==> src/rtl/wb_write_sequencer.sv <==
// Write-back sequencer: buffers execution results in a small circular FIFO,
// issues them to the register file one per cycle, and forwards queued values
// onto the decode-stage read ports so reads never see stale data.
module wb_write_sequencer #(
    parameter int DATA_W = 16,
    parameter int ADDR_W = 4,
    parameter int DEPTH  = 2
) (
    input  logic                        clk,
    input  logic                        reset_n,
    input  logic                        resValid,
    output logic                        resReady,
    input  logic [1:0]                  resOp,
    input  logic [ADDR_W-1:0]           resDest,
    input  logic [DATA_W-1:0]           resData,
    input  logic [DATA_W-1:0]           resR0Data,
    input  logic                        stall,
    output logic [1:0]                  registerWrite,
    output logic [ADDR_W-1:0]           regWriteLocal,
    output logic [DATA_W-1:0]           dataWrite,
    output logic [DATA_W-1:0]           r0Write,
    input  logic [ADDR_W-1:0]           fwdAddr1,
    input  logic [ADDR_W-1:0]           fwdAddr2,
    input  logic [DATA_W-1:0]           fwdRaw1,
    input  logic [DATA_W-1:0]           fwdRaw2,
    output logic [DATA_W-1:0]           fwdData1,
    output logic [DATA_W-1:0]           fwdData2,
    output logic [$clog2(DEPTH):0]      pending
);

    localparam int PTR_W = $clog2(DEPTH);
    localparam int CNT_W = PTR_W + 1;
    localparam logic [CNT_W-1:0] DEPTH_C = CNT_W'(DEPTH);
    localparam logic [CNT_W-1:0] CNT_ONE = CNT_W'(1);
    localparam logic [PTR_W-1:0] PTR_ONE = PTR_W'(1);

    // Entry storage, one field per array
    logic [1:0]        op_q   [DEPTH];
    logic [ADDR_W-1:0] dest_q [DEPTH];
    logic [DATA_W-1:0] data_q [DEPTH];
    logic [DATA_W-1:0] r0_q   [DEPTH];

    logic [PTR_W-1:0] rd_ptr_q, rd_ptr_d;
    logic [PTR_W-1:0] wr_ptr_q, wr_ptr_d;
    logic [CNT_W-1:0] count_q, count_d;

    logic       push;
    logic       pop;
    logic [1:0] push_op;

    // Ready comes only from the registered count; a same-cycle pop never frees space.
    assign resReady = reset_n && (count_q < DEPTH_C);
    // Op 00 handshakes but creates no entry.
    assign push     = resValid && resReady && (resOp != 2'b00);
    // Issue needs an entry present at the start of the cycle; never during reset.
    assign pop      = reset_n && !stall && (count_q != '0);
    // A dual write aimed at R0 collapses to an R0-only write so the R0 value wins.
    assign push_op  = ((resOp == 2'b11) && (resDest == '0)) ? 2'b10 : resOp;

    // Next-state pointers and occupancy
    always_comb begin
        rd_ptr_d = rd_ptr_q;
        wr_ptr_d = wr_ptr_q;
        count_d  = count_q;
        if (pop)  rd_ptr_d = rd_ptr_q + PTR_ONE;
        if (push) wr_ptr_d = wr_ptr_q + PTR_ONE;
        case ({push, pop})
            2'b10:   count_d = count_q + CNT_ONE;
            2'b01:   count_d = count_q - CNT_ONE;
            default: count_d = count_q;
        endcase
    end

    // Pointer/count registers and entry writes; reset wipes every field
    always_ff @(posedge clk) begin
        if (!reset_n) begin
            rd_ptr_q <= '0;
            wr_ptr_q <= '0;
            count_q  <= '0;
            for (int i = 0; i < DEPTH; i++) begin
                op_q[i]   <= '0;
                dest_q[i] <= '0;
                data_q[i] <= '0;
                r0_q[i]   <= '0;
            end
        end else begin
            rd_ptr_q <= rd_ptr_d;
            wr_ptr_q <= wr_ptr_d;
            count_q  <= count_d;
            if (push) begin
                op_q[wr_ptr_q]   <= push_op;
                dest_q[wr_ptr_q] <= resDest;
                data_q[wr_ptr_q] <= resData;
                r0_q[wr_ptr_q]   <= resR0Data;
            end
        end
    end

    // Head entry drives the write port; the command is 00 unless it is popping
    always_comb begin
        registerWrite = pop ? op_q[rd_ptr_q] : 2'b00;
        regWriteLocal = dest_q[rd_ptr_q];
        dataWrite     = data_q[rd_ptr_q];
        r0Write       = r0_q[rd_ptr_q];
        pending       = count_q;
    end

    // Walk valid entries oldest to newest so the newest match overrides.
    function automatic logic [DATA_W-1:0] fwd_lookup(
        input logic [ADDR_W-1:0] addr,
        input logic [DATA_W-1:0] raw
    );
        logic [DATA_W-1:0] res;
        logic [PTR_W-1:0]  idx;
        res = raw;
        for (int i = 0; i < DEPTH; i++) begin
            idx = rd_ptr_q + PTR_W'(i);
            if (reset_n && (CNT_W'(i) < count_q)) begin
                if (op_q[idx][1] && (addr == '0))
                    res = r0_q[idx];
                if (op_q[idx][0] && (dest_q[idx] == addr))
                    res = data_q[idx];
            end
        end
        return res;
    endfunction

    // Independent forwarding mux per read port
    always_comb begin
        fwdData1 = fwd_lookup(fwdAddr1, fwdRaw1);
        fwdData2 = fwd_lookup(fwdAddr2, fwdRaw2);
    end

endmodule
==> config.mk <==
export PLATFORM = sky130hd
export DESIGN_NAME = wb_write_sequencer
export DESIGN_NICKNAME = d
export VERILOG_FILES = /design/src/rtl/wb_write_sequencer.sv
export SDC_FILE = /design/constraint.sdc
export NUM_CORES = 1
export LEC_CHECK = 0
export ABC_AREA = 1
export CORE_UTILIZATION = 52
export CTS_CLUSTER_DIAMETER = 60
export DETAILED_ROUTE_END_ITERATION = 8
export HOLD_SLACK_MARGIN = 0.12
export PLACE_DENSITY_LB_ADDON = 0.08
export SLEW_MARGIN = 20
export SYNTH_ARGS = -nofsm -noshare
export SYNTH_HDL_FRONTEND = slang
export SYNTH_SLANG_ARGS = --single-unit
==> constraint.sdc <==
create_clock -name clk -period 3.5 [get_ports clk]
set_input_delay 0.875 -clock clk [delete_from_list [all_inputs] [get_ports clk]]
set_output_delay 0.875 -clock clk [all_outputs]
set_load 0.02 [all_outputs]
==> run summary <==
The run finished with clean final reports. STA classifies the critical path endpoint as an output pin. The width of the die came out at 115 um. After detailed routing, the average wire length per cell comes to 17.4 um. The worst-path maximum fanout is 7. In this run the worst hold path is classified as flop to flop. The number of routed nets with antenna violations is 0, and the worst path arrival time is 2.54 ns. Setup total negative slack on the finished layout was measured at 0 ns. Of the synthesized area, sequential elements account for 35.8%.

IR analysis of the VDD net gives a maximum drop of 400 uV. Reg-to-reg setup timing slack: 1.34 ns. The tools report the placed cell area as 8570 um2.

Counting cells, the worst reg-to-reg path comes to 11. 155 I/O pins were placed. Counting tap cells, the placed design contains a total of 1284 instances. The global routing stage identified its most utilized layer as met2. The finished layout holds 1314 standard cells, fillers aside.

The power density over cell area was 371 nW/um2. For the total standard cell area after synthesis, the log shows 6650 um2. In this run the deepest clock path goes through 2 buffers.

The maximum clock frequency was 292 MHz. The first global-routing pass estimated 34.3 mm of wire. After floorplanning, the core was sized to cover 12300 um2.

Subtracting the final worst setup slack from the clock period gives 3.42 ns. Detailed placement finished with a half-perimeter wire length of 16.3 mm. Summed over all cells, the static leakage comes to 4.39 nW. The run gives 2.62 ns as the required time at the endpoint of the critical path. For this run, global-route usage on met1 was measured as 50.4%. The tools report the via count of the first global-routing pass as 6501. In this run, CTS created clock tree buffers numbering 9. Entering global routing, the biggest net connects 48 pins. The run gives 34.5% as the global router's overall resource usage. Dividing the detail-routed via count by the number of cells gives 5.61. CTS built an H-tree with a depth of 3. The Yosys warning count was 0; the ratio of cells with drive above 1 in the final layout was 16.1%.

The cell depth of the worst min-delay path is 2, and the vias after detailed routing is 7374. The DRC violation count after routing was 0; the number of rows created at floorplan was 40. The count of clock tree sinks is 81. TritonCTS built the clock tree. Aggregate global routing overflow: 0. The total setup violations reported at the end of the flow was 0; the total of max-cap violations was 0. Routability-driven placement finished with a final weighted congestion of 0.986. The worst setup path is of the input port to output pin kind.

The tools report the insertion delay to the later sink of the worst-skew pair as 0.32 ns. The pre-antenna-repair detailed-routing pass consisted of 7 iterations. After routing the design area is 9010 um2. After technology mapping, the gate count stands at 965.

At the end of the flow, the number of nets in the layout was 1229. The run gives 966 as the number of design-rule violations left by the first detailed-router iteration. The run gives 54.0% as the worst-case headroom to the max-slew limit. For the area of the die, the log shows 13300 um2. The number of buffers added on ports came out at 154.

At the pin with the least slew margin, the transition time is 0.682 ns. The initial antenna violation count came out at 0. Global routing consumed, on the met3 layer, 6.48% of the routing resources. The layout filler cell count came out at 1006. The clock edge transition at the registers on the reported setup and hold paths is 0.05 ns, and the synthesized flop and latch total is 81. 0 antenna diodes ended up in the layout.

For the total count of max-transition violations in the final report, the log shows 0. Dividing the final minimum period by the clock period gives 97.7%. STA classifies the critical path startpoint as an input port. For the number of hold violations in the final report, the log shows 0.

Mean post-synth cell area: 6.90 um2. The layout overhead on the synthesized area was 35.4%; the starting utilization of the core area was 54.3%. In this run the vertical extent of the chip is 115 um. The number of distinct standard cells referenced by the synthesized netlist came out at 33. The tools report the met2 track utilization from global routing as 51.3%. The root buffer cell chosen for the clock tree is sky130_fd_sc_hd__clkbuf_16.

For the net count of the mapped netlist, the log shows 1050. For the post-detailed-routing wire length, the log shows 22.8 mm. Setup clock skew after layout: 0.00291 ns. Hold repair after CTS inserted 0 buffers.
[flip-flops by register name, summed over array words and instances, names as in the netlist, named ones only]
name and count:
data_q 32, r0_q 32, dest_q 8, op_q 4
pending 2, rd_ptr_q 1, wr_ptr_q 1
[path summary, 6_finish.rpt]
path / start / end
worst max-delay path: fwdAddr2[3] / fwdData2[4]
worst min-delay path: wr_ptr_q$_SDFFE_PN0P_ / wr_ptr_q$_SDFFE_PN0P_
worst max register to register: pending[1]$_SDFFE_PN0P_ / pending[1]$_SDFFE_PN0P_
worst min register to register: wr_ptr_q$_SDFFE_PN0P_ / wr_ptr_q$_SDFFE_PN0P_
[routing by layer]
layer,vias to the layer above,wire length [um]
met4,0,560
met5,-,0
li1,3507,-
met3,61,2840
met2,497,9900
met1,3309,9520
[repair_timing]
action                     CTS  global route
resized for setup          181            32
setup endpoints to repair   34            31
buffers inserted            10             1
cloned                       4             2
pin swaps                   15             7
[placed cells by master (no fill, tap or decap), drive strengths merged, types with 4 or more instances in the layout]
cell / n
nand3: 115
o21ai: 89
dlygate4sd2: 5
inv: 150
clkinv: 11
dfxtp: 5
clkbuf: 16
o211ai: 32
nand2: 260
nand4: 33
buf: 95
xor2: 4
edfxtp: 76
mux2i: 16
nor2: 95
or2: 16
clkdlybuf4s50: 111
a21oi: 4
[kinds of logic (layout without fill, tap and decap cells)]
| group | after synthesis | count (layout) | share of synthesized area, % |
|---|---|---|---|
| adders and majority gates | 3 | 3 | 0.564 |
| DFF | 81 | 81 | 35.8 |
| and+or+nand+nor | 520 | 523 | 35.5 |
| xor gates and xnor gates | 4 | 4 | 0.526 |
| AOI/OAI and AO/OA | 125 | 125 | 11.2 |
| muxes | 16 | 16 | 2.41 |
| buffers and inverters | 216 | 394 | 14.0 |
[synth_stat cells, drive strengths merged]
| cell type | number | area [um2] |
|---|---|---|
| xor2 | 4 | 35.0 |
| a21oi | 4 | 20.0 |
| dfxtp | 5 | 100 |
| clkinv | 9 | 33.8 |
| edfxtp | 76 | 2280 |
| inv | 151 | 569 |
| nor4 | 1 | 6.26 |
| clkbuf | 22 | 82.6 |
| nor3 | 3 | 42.5 |
| o211ai | 32 | 240 |
| ha | 3 | 37.5 |
| buf | 34 | 246 |
| nand3 | 114 | 596 |
| nor2 | 95 | 404 |
| mux2i | 16 | 160 |
| o21ai | 89 | 483 |
| nand2 | 258 | 1010 |
| nand4 | 33 | 206 |
| or2 | 16 | 100 |
[report_power, final]
part,switching [mW],total [mW],internal (mW)
registers,0.0402,1.18,1.13
clock network,0.322,0.786,0.464
logic,0.843,1.38,0.541
total,1.20,3.35,2.14
[cell type report]
cell class / count / area, um2 / area share, %
clock buffers: 11 / 233 / 2.58
clock inverters: 2 / 8.76 / 0.0972
inverters: 160 / 607 / 6.73
multi-input cells: 671 / 3450 / 38.3
flip-flops and latches: 81 / 2390 / 26.5
well taps: 168 / 210 / 2.33
repair buffers: 221 / 2110 / 23.5
[worst max-delay path: stages]
cell	delay, ns
sky130_fd_sc_hd__clkdlybuf4s15_1	0.25
sky130_fd_sc_hd__nor3_4	0.29
sky130_fd_sc_hd__buf_6	0.14
sky130_fd_sc_hd__nand2_4	0.05
sky130_fd_sc_hd__buf_8	0.15
sky130_fd_sc_hd__buf_8	0.13
sky130_fd_sc_hd__buf_4	0.14
sky130_fd_sc_hd__o21ai_2	0.10
sky130_fd_sc_hd__o211ai_1	0.14
sky130_fd_sc_hd__nand2_1	0.12
sky130_fd_sc_hd__inv_2	0.04
sky130_fd_sc_hd__buf_6	0.12
[through the flow]
step	util (%)	setup slack [ns]	hold WS, ns	power, mW
global route	73.5	-0.0103	0.517	3.48
detailed placement	69.9	-0.569	0.467	2.53
floorplan	-	0.468	0.446	1.93
finish	73.5	0.0802	0.489	3.35
global placement	69.9	-0.564	0.463	2.51
CTS	72.6	-0.00380	0.475	3.29
(Power assumes the default switching activity.)
